## src/rtl/seq_mul_pkg.sv

```systemverilog
// Shared types and defaults for the sequential-multiplier request driver.
package seq_mul_pkg;

  localparam int DEF_DW         = 4;
  localparam int DEF_FIFO_DEPTH = 4;
  localparam int DEF_TO_CYC     = 32;

  // Driver FSM encoding: IDLE waits for a queued pair, REQ holds the
  // request level until ack, RSP holds the product until it is taken.
  typedef enum logic [1:0] {
    ST_IDLE = 2'd0,
    ST_REQ  = 2'd1,
    ST_RSP  = 2'd2
  } drv_state_t;

  // Product (and packed operand pair) width for a given operand width.
  function automatic int prod_w(input int dw);
    return 2 * dw;
  endfunction

endpackage

```

## src/rtl/seq_mul_fifo.sv

```systemverilog
// Synchronous operand FIFO: push/pop in one cycle, full/empty flags and an
// occupancy count. Pushes while full and pops while empty are dropped.
module seq_mul_fifo #(
  parameter int W     = 8,
  parameter int DEPTH = 4
) (
  input  logic                     clk,
  input  logic                     rst_n,
  input  logic                     push,
  input  logic [W-1:0]             push_data,
  input  logic                     pop,
  output logic [W-1:0]             pop_data,
  output logic                     full,
  output logic                     empty,
  output logic [$clog2(DEPTH):0]   level
);

  localparam int AW = $clog2(DEPTH);

  logic [W-1:0]  mem [DEPTH];
  logic [AW-1:0] wr_ptr;
  logic [AW-1:0] rd_ptr;
  logic [AW:0]   count;
  logic          do_push;
  logic          do_pop;

  assign full     = (count == (AW+1)'(DEPTH));
  assign empty    = (count == '0);
  assign do_push  = push & ~full;
  assign do_pop   = pop & ~empty;
  assign pop_data = mem[rd_ptr];
  assign level    = count;

  // Storage write; contents need no reset because count gates every read.
  always_ff @(posedge clk) begin
    if (do_push) begin
      mem[wr_ptr] <= push_data;
    end
  end

  // Pointers wrap naturally at the power-of-two depth; count tracks occupancy.
  always_ff @(posedge clk) begin
    if (!rst_n) begin
      wr_ptr <= '0;
      rd_ptr <= '0;
      count  <= '0;
    end else begin
      if (do_push) wr_ptr <= wr_ptr + 1'b1;
      if (do_pop)  rd_ptr <= rd_ptr + 1'b1;
      if (do_push && !do_pop) begin
        count <= count + 1'b1;
      end else if (!do_push && do_pop) begin
        count <= count - 1'b1;
      end
    end
  end

endmodule

```

## src/rtl/seq_mul_drv.sv

```systemverilog
// Request driver for the sequential multiplier: queues operand pairs,
// issues them one at a time on req/ack, and returns products in order.
// Optional watchdog on the REQ wait: define SEQ_MUL_DRV_TIMEOUT_EN.
//
// Handshakes:
//   in_*  / out_* : a beat transfers on a rising edge where valid & ready
//                   are both 1; the source holds data stable while valid=1
//                   and ready=0.
//   req / ack     : req is a level held with req_data stable until the
//                   multiplier returns a one-cycle ack pulse carrying the
//                   product on ack_data; ack while not in REQ is ignored.
module seq_mul_drv
  import seq_mul_pkg::*;
#(
  parameter int DW         = DEF_DW,
  parameter int FIFO_DEPTH = DEF_FIFO_DEPTH
`ifdef SEQ_MUL_DRV_TIMEOUT_EN
  ,
  parameter int TO_CYC     = DEF_TO_CYC
`endif
) (
  input  logic                          clk,
  input  logic                          rst_n,
  input  logic                          in_valid,
  output logic                          in_ready,
  input  logic [DW-1:0]                 in_op1,
  input  logic [DW-1:0]                 in_op2,
  output logic                          req,
  output logic [prod_w(DW)-1:0]         req_data,
  input  logic                          ack,
  input  logic [prod_w(DW)-1:0]         ack_data,
  output logic                          out_valid,
  input  logic                          out_ready,
  output logic [prod_w(DW)-1:0]         out_data,
  output logic [$clog2(FIFO_DEPTH):0]   fifo_level,
  output logic                          busy,
  output logic                          err,
  output drv_state_t                    dbg_state
);

  localparam int PW = prod_w(DW);

  drv_state_t    state_q;
  drv_state_t    state_d;
  logic [PW-1:0] fifo_head;
  logic          fifo_full;
  logic          fifo_empty;
  logic          fifo_pop;
  logic          head_vld_q;
  logic          take_ack;
  logic          to_abort;
  logic          to_hit;

  seq_mul_fifo #(
    .W     (PW),
    .DEPTH (FIFO_DEPTH)
  ) u_fifo (
    .clk       (clk),
    .rst_n     (rst_n),
    .push      (in_valid & in_ready),
    .push_data ({in_op1, in_op2}),
    .pop       (fifo_pop),
    .pop_data  (fifo_head),
    .full      (fifo_full),
    .empty     (fifo_empty),
    .level     (fifo_level)
  );

  assign in_ready  = ~fifo_full;
  assign busy      = (state_q != ST_IDLE);
  assign dbg_state = state_q;

`ifdef SEQ_MUL_DRV_TIMEOUT_EN
  localparam int TCW = ($clog2(TO_CYC) > 8) ? $clog2(TO_CYC) : 8;

  logic [TCW-1:0] to_cnt;
  logic           err_q;

  // Watchdog: restart on every new request, count REQ cycles, pulse err on abort.
  always_ff @(posedge clk) begin
    if (!rst_n) begin
      to_cnt <= '0;
      err_q  <= 1'b0;
    end else begin
      err_q <= to_abort;
      if (fifo_pop) begin
        to_cnt <= '0;
      end else if (state_q == ST_REQ) begin
        to_cnt <= to_cnt + 1'b1;
      end
    end
  end

  assign to_hit = (to_cnt == TCW'(TO_CYC - 1));
  assign err    = err_q;
`else
  assign to_hit = 1'b0;
  assign err    = 1'b0;
`endif

  // Next-state and one-cycle control strobes; ack beats the watchdog.
  always_comb begin
    state_d  = state_q;
    fifo_pop = 1'b0;
    take_ack = 1'b0;
    to_abort = 1'b0;
    case (state_q)
      ST_IDLE: begin
        if (head_vld_q && !fifo_empty) begin
          fifo_pop = 1'b1;
          state_d  = ST_REQ;
        end
      end
      ST_REQ: begin
        if (ack) begin
          take_ack = 1'b1;
          state_d  = ST_RSP;
        end else if (to_hit) begin
          to_abort = 1'b1;
          state_d  = ST_IDLE;
        end
      end
      ST_RSP: begin
        if (out_ready) begin
          state_d = ST_IDLE;
        end
      end
      default: state_d = ST_IDLE;
    endcase
  end

  // State and registered outputs. head_vld_q stages the FIFO non-empty flag
  // by one cycle so a request always launches from a settled head entry.
  always_ff @(posedge clk) begin
    if (!rst_n) begin
      state_q    <= ST_IDLE;
      head_vld_q <= 1'b0;
      req        <= 1'b0;
      req_data   <= '0;
      out_valid  <= 1'b0;
      out_data   <= '0;
    end else begin
      state_q    <= state_d;
      head_vld_q <= ~fifo_empty;
      if (fifo_pop) begin
        req      <= 1'b1;
        req_data <= fifo_head;
      end
      if (take_ack) begin
        req       <= 1'b0;
        out_valid <= 1'b1;
        out_data  <= ack_data;
      end
      if (to_abort) begin
        req <= 1'b0;
      end
      if ((state_q == ST_RSP) && out_ready) begin
        out_valid <= 1'b0;
      end
    end
  end

endmodule

```

## config.mk

```make
export PLATFORM = sky130hd
export DESIGN_NAME = seq_mul_drv
export DESIGN_NICKNAME = d
export VERILOG_FILES = /design/src/rtl/seq_mul_pkg.sv /design/src/rtl/seq_mul_fifo.sv /design/src/rtl/seq_mul_drv.sv
export SDC_FILE = /design/constraint.sdc
export NUM_CORES = 1
export LEC_CHECK = 0
export BUFFER_PORTS_ARGS = -buffer_cell sky130_fd_sc_hd__clkbuf_2
export CAP_MARGIN = 15
export CELL_PAD_IN_SITES_DETAIL_PLACEMENT = 0
export CELL_PAD_IN_SITES_GLOBAL_PLACEMENT = 1
export CORE_MARGIN = 5
export CORE_UTILIZATION = 45
export DETAILED_ROUTE_END_ITERATION = 8
export GPL_ROUTABILITY_DRIVEN = 1
export PLACE_DENSITY = 0.89
export SKIP_CTS_REPAIR_TIMING = 1
export SLEW_MARGIN = 15
export SYNTH_ARGS = -nofsm -noshare
export SYNTH_HDL_FRONTEND = slang
export SYNTH_SLANG_ARGS = --single-unit
```

## constraint.sdc

```tcl
create_clock -name clk -period 3.7 [get_ports clk]
set_input_delay 1.11 -clock clk [delete_from_list [all_inputs] [get_ports clk]]
set_output_delay 1.11 -clock clk [all_outputs]
set_load 0.02 [all_outputs]
```

---- Yosys cells after proc, flatten, opt, wreduce, memory -nomap -nowiden ----
Memory sizes are Yosys's and may differ from the RTL's. A register that Yosys moved wholly into a read port is not among the register bits.
Cells that the tools add are included.
storage, ports and cells
  bits of input ports ..................... 21
  memory bits (writable) .................. 32
  output and inout bits ................... 26
  logic and storage cells ................. 52
  register bits after elaboration ......... 20
  memories ................................ 1
operators by class
  bitwise gates (word level) .............. 6
  reduce and logical (&&, ||, !) cells .... 15
  $add $sub $neg .......................... 4
  equality and inequality tests ........... 6
  mux-type cells .......................... 12
memory list
  memory      depth  width  read ports  clocked after memory_dff  wr ports  line                source
  u_fifo.mem  4      8      1           1                         1         seq_mul_fifo.sv:20  logic [W-1:0] mem [DEPTH];
operators with widths
  operator                                                             number
  1-bit two-way mux                                                    6
  2-bit two-way mux                                                    3
  3-bit two-way mux                                                    2
  2-bit != test (second input constant)                                3
  2-bit one-hot mux with 3 select lines                                1
  2-bit by 1-bit adder with 2-bit output (second input constant)       2
  1-bit logical AND                                                    4
  1-bit zero test                                                      4
  2-bit nonzero test                                                   2
  2-bit OR reduction                                                   2
  3-bit by 1-bit adder with 3-bit output (second input constant)       1
  1-bit AND                                                            3
  3-bit == test (second input constant)                                1
  3-bit zero test                                                      1
  1-bit inverter                                                       3
  3-bit AND reduction                                                  1
  3-bit by 1-bit subtractor with 3-bit output (second input constant)  1
  2-bit by 1-bit == test with 1-bit output (second input constant)     1
  2-bit == test (second input constant)                                1
  2-bit zero test                                                      1

---- Logic depth before layout (Yosys ltp) ----
Gate-level depths: netlist of the first run.
  depth in word-level cells ............... 9
  mapped depth ............................ 10
  mapped depth without buffers ............ 9

---- Hierarchy ----
From an unflattened synthesis of the first run, not the netlist that was laid out.
unflattened totals
  cell total of the unflattened synthesis .. 184
  area total of the unflattened synthesis .. 2524.9 um^2
by module, submodules not included
  module        area an instance (um^2)  sequential area each (um^2)  instances  cells an instance
  seq_mul_fifo  1639.1                   1141.1                       1          90
  seq_mul_drv   885.8                    420.4                        1          94

---- Least setup slack after synthesis of the first run ----
Ideal clock, no wire load.
  path type ............................... input-to-reg
  from .................................... input in_valid
  to ...................................... register u_fifo.count[2], in the netlist u_fifo.level[2]
  path buffers ............................ 0
  slack ................................... 1.242 ns
  data arrival time ....................... 2.388 ns
  setup time .............................. 0.070 ns
  stages on the path ...................... 8
  data required time ...................... 3.630 ns
  cells stage by stage .................... inv_1 nor2_1 ha_1 inv_1 fa_1 xor2_1 or3_1 a21oi_1
on the way
  longest elaborated chain between the ends .. 5
  elaborated cells on any way between the ends .. 7
  those cells by class .................... mux: 1; bitwise: 2; reduce/logical: 4
ends and longest elaborated chain
  what                          line                source
  start: declaration            seq_mul_drv.sv:24   input logic in_valid,
  1-bit AND *                   seq_mul_drv.sv:60   .push (in_valid & in_ready),
  1-bit AND *                   seq_mul_fifo.sv:29  assign do_push = push & ~full;
  named net u_fifo.do_push      seq_mul_fifo.sv:24  logic do_push;
  1-bit zero test               seq_mul_fifo.sv:52  end else if (!do_push && do_pop) begin
  1-bit logical AND             seq_mul_fifo.sv:52
  2-bit nonzero test (no line)  -
  end signal: assignment        seq_mul_fifo.sv:51  count <= count + 1'b1;
  end signal: assignment        seq_mul_fifo.sv:53  count <= count - 1'b1;
  end: declaration              seq_mul_fifo.sv:23  logic [AW:0] count;
The timed path passes the listed nets; every way through them passes the cells marked *.
A chain may end at the register's enable or synchronous reset.

---- Worst setup path after layout of the first run ----
  from .................................... register u_fifo.count[2], in the netlist u_fifo.level[2]
  to ...................................... output in_ready
on the way
  longest elaborated chain between the ends .. 2
ends and longest elaborated chain
  what              line                source
  3-bit == test     seq_mul_fifo.sv:27  assign full = (count == (AW+1)'(DEPTH));
  1-bit inverter    seq_mul_drv.sv:69   assign in_ready = ~fifo_full;
  end: declaration  seq_mul_drv.sv:25   output logic in_ready,
Every way passes these cells.

==> reports/qor.txt, run 1 <==
Final Setup Violations - 0
Placed instance area - 0.00261 mm²
CTS max path bufs - 2
Share of cells above drive strength 1 - 32.4%
DR DRC count - 0
CP arrival - 1530 ps
Max incr delay on CP - 430 ps
Pre-antenna DRT Iters - 4
WL final - 4050 µm
Comb pwr share - 20.8%
Sequential element share of the synthesized area - 65.1%
Multi-input gate area - 744 µm²
Bufs and invs on worst path - 2
CTS buffer count - 9
Crit. End Element - output port
Die Wd - 82.1 µm
R2R Setup Slk - 1140 ps
Crit-path max FO - 7
Switching Fraction - 27.5%
Synth area leaders - edfxtp_1, dfxtp_1, mux4_2
Avg WL per Cell - 14.0 µm
Pint - 1.41 mW
Final instance area - 0.00284 mm²
Sink Count - 60
Routed Antenna Nets - 0
Hold path depth - 2
Max-cap violations - 0
Setup TNS - 0 ps
YS warnings - 0
RD Place Congestion - 0.699
CP cell instances - nor3b_1 -> inv_1 -> clkbuf_2
Final Cycle Share - 71.3%
Synthesis-to-finish area growth - 21.5%
Clk Latency, worst-skew pair - 320 ps
Min-delay src - req_data[5]$_SDFFE_PN0N_
# diodes - 0
Maximum VDD drop - 0.000437 V
Clock power frac - 34.8%
Tot GR Track Use - 13.6%
Power Dens Cells - 687 mW/mm²
RSZ-0062 raised after global routing - false
Rel. slew slack - 57.5%
Avg Synthesized Cell Area - 14.1 µm²
Slowest cell on crit path - dfxtp_1
Number of global-route vias before repair - 1,399
RR Endpoint - u_fifo.level[2]$_SDFFE_PN0P_
Post-detail-place hpwl - 2830 µm
FF+latch area - 0.00152 mm²
Syn Inst Count - 166
Nets - 241
Top cell type's share of synthesized area - 41.1%
# rows - 26
Worst-path clk slew - 60 ps
Setup ws final - 1060 ps
# port buffers - 45
DR vias - 1,406
Count of pins over their slew limit - 0
Top achievable clock speed - 379 MHz
Number of hold violations in the final report - 0
CTS Root Cell - clkbuf_8
Die ar. - 0.00674 mm²
CTS tree - yes
Pre-CTS WS - 943 ps
Chip height - 82.1 µm
Tightest Pin Transition - 637 ps
Initial Utilization - 46.1%
Post-Syn Area - 0.00234 mm²
CTS H-tree lvls - 3
P_sw - 538 µW
Number of fill cells in the layout - 447
Leak - 1.17 nW
Setup CP Type - flop to output port
Core area - 0.00507 mm²
Syn_nets - 193
I/O pin count - 47
Final Critical Period - 2640 ps
CP startpoint kind - flop
Vias per cell - 4.87
Flop pwr share - 44.4%
Family with the most delay on the worst path - flip-flops
Initial antenna violation count - 0
Req. time, crit path - 2590 ps
Distinct cell type count after synthesis - 34
Maximum number of pins on one net before global-route repair - 21
Worst Reg-to-Reg Cells - 9
First-pass GRT wire length - 6570 µm
Hold Path Class - flop to flop
1st-iter DRT viols - 46
Synth area leader - edfxtp_1
Seq cells post-synth - 60
Hold Crit Endpoint - req_data[5]$_SDFFE_PN0N_
Total gr overflow - 0
Clock skew - 4.92 ps
Status - finished clean
RR Startpoint - u_fifo.level[1]$_SDFFE_PN0P_
## power by group through the flow
stage	Clock, mW	Combinational (mW)	Sequential, mW
floorplan	0	0.263	0.909
global placement	0	0.400	0.880
detailed placement	0	0.407	0.885
CTS	0.694	0.414	0.870
global route	0.729	0.453	0.883
finish	0.679	0.406	0.868
## worst register-to-register path, delay by kind of cell (launching register included)
kind / cells / cell delay, ps
buf+inv: 2 / 170
fa+ha+maj: 2 / 550
compound gates: 2 / 730
flops: 1 / 370
xor+xnor: 1 / 160
simple gates: 2 / 510
## stage by stage
step                total power, mW  hold slack, ps  instances  util [%]
detailed placement             1.29             456        273      51.4
CTS                            1.98             465        289      56.0
floorplan                      1.17             484        166         -
global placement               1.28             451        273      51.4
finish                         1.95             460        289      56.0
global route                   2.06             487        289      56.0
## worst max path at each step
stage,from,to,cells past startpoint
after floorplan,in_valid,u_fifo.level[2]$_SDFFE_PN0P_,8
after global routing,u_fifo.level[1]$_SDFFE_PN0P_,u_fifo.level[2]$_SDFFE_PN0P_,9
after global placement,in_valid,u_fifo.level[2]$_SDFFE_PN0P_,9
final,u_fifo.level[2]$_SDFFE_PN0P_,in_ready,3
after detailed placement,in_valid,u_fifo.level[2]$_SDFFE_PN0P_,9
after CTS,u_fifo.level[2]$_SDFFE_PN0P_,in_ready,3
## placed cells by master, fill, tap and decap left out, drive strengths merged
master	n
o211a	1
edfxtp	32
a21oi	7
nand3	2
nor2	15
mux2i	9
nand2b	1
nand3b	1
mux4	8
mux2	1
or3	2
nor3	3
nand2	9
and3	4
o21ai	4
xor2	2
or4	1
conb	1
o31ai	2
fa	1
o2bb2ai	8
ha	5
clkbuf	56
nor3b	1
or2	1
clkinv	2
a2bb2oi	1
bufinv	3
inv	8
dfxtp	28
## synthesized netlist by cell type
cell type	count
buf_1	1
o2bb2ai_1	8
o211a_1	1
conb_1	1
mux2i_1	9
inv_1	8
fa_1	1
mux2_2	1
nand3_1	2
o21ai_0	4
mux4_2	8
nand2_1	9
edfxtp_1	32
o31ai_2	1
ha_1	5
nor3b_1	1
or4_1	1
nor2_2	1
buf_2	3
a2bb2oi_1	1
nor3_1	2
nor3_2	1
buf_4	2
and3_1	4
or3_1	2
nand2b_1	1
or2_0	1
xor2_1	2
nand3b_1	1
clkbuf_1	2
a21oi_1	7
o31ai_1	1
dfxtp_1	28
nor2_1	14
## kinds of logic (layout without fill, tap and decap cells)
family | Yosys count | after routing | share of synthesized area [%]
AO/OA/AOI/OAI | 23 | 23 | 7.01
XOR/XNOR | 2 | 2 | 0.750
adder cells (fa/ha/maj) | 6 | 6 | 3.53
buffers and inverters | 16 | 69 | 3.05
flip-flops | 60 | 60 | 65.1
multiplexers | 18 | 18 | 12.0
other | 1 | 1 | 0.160
AND/OR/NAND/NOR | 40 | 40 | 8.35
## metal layers
| metal | global-route usage, % | up-vias | share of wire, % |
|---|---|---|---|
| met5 | 0 | - | 0 |
| met3 | 5.37 | 7 | 4.9 |
| met2 | 21.6 | 26 | 50 |
| met4 | 6.48 | 0 | 1.7 |
| met1 | 16.2 | 669 | 43 |
| li1 | - | 704 | - |
## area by class of cell
cell class                 count  share of cell area [%]
clock buffer                  11                    4.63
clock inverter                 5                    3.52
inverter                       8                    1.06
multi-input combinational     90                    26.2
sequential                    60                    53.6
tap                           70                    3.08
timing repair buffer          45                    7.93
## state kept, by name, summed over array words and instances, names as in the netlist
signal,flops
u_fifo.wr_ptr,2
req,1
head_vld_q,1
u_fifo.rd_ptr,2
dbg_state,2
u_fifo.mem,32
u_fifo.level,3
out_valid,1
out_data,8
req_data,8
Note: power is estimated with default switching activity, not from simulation.
==> run 2: changes to the inputs <==
--- a/config.mk
+++ b/config.mk
@@ -5,15 +5,16 @@
 export SDC_FILE = /design/constraint.sdc
 export NUM_CORES = 1
 export LEC_CHECK = 0
+export ABC_AREA = 1
 export BUFFER_PORTS_ARGS = -buffer_cell sky130_fd_sc_hd__clkbuf_2
 export CAP_MARGIN = 15
 export CELL_PAD_IN_SITES_DETAIL_PLACEMENT = 0
 export CELL_PAD_IN_SITES_GLOBAL_PLACEMENT = 1
 export CORE_MARGIN = 5
-export CORE_UTILIZATION = 45
+export CORE_UTILIZATION = 41
 export DETAILED_ROUTE_END_ITERATION = 8
 export GPL_ROUTABILITY_DRIVEN = 1
-export PLACE_DENSITY = 0.89
+export PLACE_DENSITY = 0.87
 export SKIP_CTS_REPAIR_TIMING = 1
 export SLEW_MARGIN = 15
 export SYNTH_ARGS = -nofsm -noshare
==> constraint.sdc (replaced) <==
create_clock -name clk -period 2.75 [get_ports clk]
set_input_delay 0.825 -clock clk [delete_from_list [all_inputs] [get_ports clk]]
set_output_delay 0.825 -clock clk [all_outputs]
set_load 0.02 [all_outputs]
==> run 2 against run 1 <==
Sequential power grew 42%. Clock power rose by 25%. Area after synthesis increased by 12%. Setup slack got worse by 430 ps. Routed wire length is 20% higher. Final area up 9.3%. Register-to-register slack got worse by 500 ps. Die area grew 20%. Critical path depth rose by 8. Largest cell class unchanged. Largest power group unchanged. Highest routed layer unchanged.
==> reports/qor.txt, run 2 <==
Family with the most delay on the worst path - simple AND/OR/NAND/NOR gates
Tot GR Track Use - 13.0% (-0.60 points)
Syn Inst Count - 296 (+78%)
Hold path depth - 2 (unchanged)
Pre-CTS WS - 487 ps (-455 ps)
Routed Antenna Nets - 0 (unchanged)
Number of hold violations in the final report - 0 (unchanged)
Post-Synth XOR/XNOR Area - 0% (-0.75 points)
Top achievable clock speed - 473 MHz
Final instance area - 0.00311 mm² (+9.3%)
Max reg flops - 32 (unchanged)
Final Critical Period - 2110 ps
Worst Reg-to-Reg Cells - 11 (+2)
I/O pin count - 47 (unchanged)
Share of cells above drive strength 1 - 20.8% (-12 points)
Hold Worst Slack - 446 ps (-14.1 ps)
RSZ-0062 raised after global routing - false
Post-Syn Area - 0.00263 mm² (+12%)
Crit-path max FO - 21 (+14)
Power Dens Cells - 946 mW/mm² (+38%)
# rows - 29 (+12%)
RD Place Congestion - 0.696 (-0.50%)
Die Wd - 90.0 µm (+9.7%)
EDFF count, synth - 32 (unchanged)
Largest regs - u_fifo.mem: 32 flops, out_data: 8 flops, req_data: 8 flops
DR DRC count - 0 (unchanged)
CP cell instances - inv_1 -> nand3_1 -> nand2_2 -> ha_1 -> inv_1 -> fa_1 -> a21oi_1 -> nand2_1 -> nand2_1 -> nand2_1 -> nor2_1
Pre-antenna DRT Iters - 4 (unchanged)
Mux cell area share after synthesis - 0% (-12 points)
WL final - 4850 µm (+20%)
Clock skew - 7.40 ps (+2.48 ps)
Largest register by flop count - u_fifo.mem
First-pass GRT wire length - 8250 µm (+26%)
Sink Count - 60 (unchanged)
Setup CP Type - flop to flop
Post-Place Cells - 412 (+51%)
Vias per cell - 4.35 (-11%)
Syn_nets - 323 (+67%)
CTS tree - yes
Simple-gate share of the synthesized area - 19.2% (+11 points)
RR Endpoint - u_fifo.level[2]$_SDFFE_PN0P_
Maximum number of pins on one net before global-route repair - 24 (+14%)
Min-delay src - out_data[5]$_SDFFE_PN0P_
Post-detail-place hpwl - 3330 µm (+17%)
Hold Path Class - flop to flop
Crit. End Element - flop
CP arrival - 2380 ps (+850 ps)
R2R Setup Slk - 640 ps (-500 ps)
Adder-Cell Fraction of Synth Area - 3.14% (-0.39 points)
Setup ws final - 635 ps (-426 ps)
Avg Synthesized Cell Area - 8.87 µm² (-37%)
Initial Utilization - 41.8% (-4.2 points)
Commonest non-fill, non-tap cell in the layout - nand2_1
Final Setup Violations - 0 (unchanged)
Maximum VDD drop - 0.000477 V (+9.2%)
Rel. slew slack - 52.6% (-4.9 points)
Total Power Consumption - 2.94 mW (+51%)
CTS Root Cell - clkbuf_8
Final Util - 49.5% (-6.5 points)
Count leader, synth - nand2_1
Complex-gate fraction of the synthesized area - 6.15% (-0.87 points)
Max incr delay on CP - 370 ps (-60 ps)
Synth area leaders - edfxtp_1, dfxtp_1, nand2_1
Top cell type's share of synthesized area - 36.6% (-4.5 points)
Async SR Flop Fraction - 0% (unchanged)
Nets - 373 (+55%)
Number of global-route vias before repair - 1,727 (+23%)
Most frequent cells in the layout - nand2_1, inv_1, clkbuf_2
Setup TNS - 0 ps (unchanged)
Distinct cell type count after synthesis - 28 (-18%)
Slowest cell on crit path - fa_1
YS warnings - 0 (unchanged)
Final Cycle Share - 76.9%
Total gr overflow - 0 (unchanged)
CTS H-tree lvls - 3 (unchanged)
Main combinational cell family by area after synthesis - simple AND/OR/NAND/NOR gates
Sequential element share of the synthesized area - 57.9% (-7.2 points)
Req. time, crit path - 3020 ps (+430 ps)
Count of pins over their slew limit - 0 (unchanged)
Bufs and invs on worst path - 2 (unchanged)
DR vias - 1,861 (+32%)
Placed instance area - 0.00289 mm² (+11%)
Die ar. - 0.00811 mm² (+20%)
Synthesis-to-finish area growth - 18.2%
Crit-path most repeated cell - nand2_1
1st-iter DRT viols - 73 (+59%)
Synth top cells by count - nand2_1, inv_1, edfxtp_1
Hold Crit Endpoint - out_data[5]$_SDFFE_PN0P_
CTS max path bufs - 2 (unchanged)
Worst-path clk slew - 70 ps (about the same)
Fin cells - 428 (+48%)
# diodes - 0 (unchanged)
CP startpoint kind - flop
Dominant synthesized flop cell - edfxtp_1
Synth area leader - edfxtp_1
Leak - 1.48 nW (+27%)
Max-cap violations - 0 (unchanged)
Core area - 0.00628 mm² (+24%)
Chip height - 90.0 µm (+9.7%)
# port buffers - 45 (unchanged)
Initial antenna violation count - 0 (unchanged)
RR Startpoint - u_fifo.level[0]$_SDFFE_PN0P_
Number of fill cells in the layout - 602 (+35%)
CTS buffer count - 9 (unchanged)
Clk Latency, worst-skew pair - 340 ps (+20 ps)
Avg WL per Cell - 11.3 µm (-19%)
Seq cells post-synth - 60 (unchanged)
Status - finished clean
Tightest Pin Transition - 710 ps (+73.4 ps)
run 2: power breakdown:
| group | total, mW | switching, mW | internal, mW |
|---|---|---|---|
| Clock | 0.850 | 0.344 | 0.506 |
| Combinational | 0.860 | 0.572 | 0.288 |
| Sequential | 1.23 | 0.116 | 1.11 |
| Total | 2.94 | 1.03 | 1.91 |
run 2: cell type report:
cell class	count	area, µm²	area share, %
Timing Repair Buffer	49	255	8.22
Tap cell	77	96.3	3.10
Clock inverter	7	91.3	2.94
Clock buffer	9	124	3.99
Inverter	69	264	8.50
Sequential cell	60	1520	49.0
Multi-Input combinational cell	157	753	24.3
run 2: layer usage:
layer,track usage (%),wire length (µm)
met5,0,0
met4,5.96,81
met3,5.84,269
met2,20.2,2370
met1,15.4,2130
run 2: how the worst max path moves through the flow:
stage                                      start                           end  slack [ps]  cells past startpoint
finish              u_fifo.level[0]$_SDFFE_PN0P_  u_fifo.level[2]$_SDFFE_PN0P_         640                     11
floorplan           u_fifo.level[0]$_SDFFE_PN0P_  u_fifo.level[2]$_SDFFE_PN0P_         620                     11
global placement                        in_valid  u_fifo.level[2]$_SDFFE_PN0P_         540                     10
global route        u_fifo.level[0]$_SDFFE_PN0P_  u_fifo.level[2]$_SDFFE_PN0P_         410                     11
detailed placement                      in_valid  u_fifo.level[2]$_SDFFE_PN0P_         490                     11
CTS                 u_fifo.level[0]$_SDFFE_PN0P_  u_fifo.level[2]$_SDFFE_PN0P_         600                     11
run 2: worst reg2reg max path, delay by kind of cell (launching register included):
kind,cells,cell delay [ps]
fa+ha+maj,2,610
compound gates,1,150
flops,1,340
buf+inv,2,180
simple gates,6,770
run 2: cell families (layout without fill, tap and decap cells):
family / Yosys count / in the layout
fa+ha+maj: 6 / 6
other cells: 1 / 1
buf+inv: 79 / 134
compound gates: 30 / 30
flops: 60 / 60
simple gates: 120 / 120
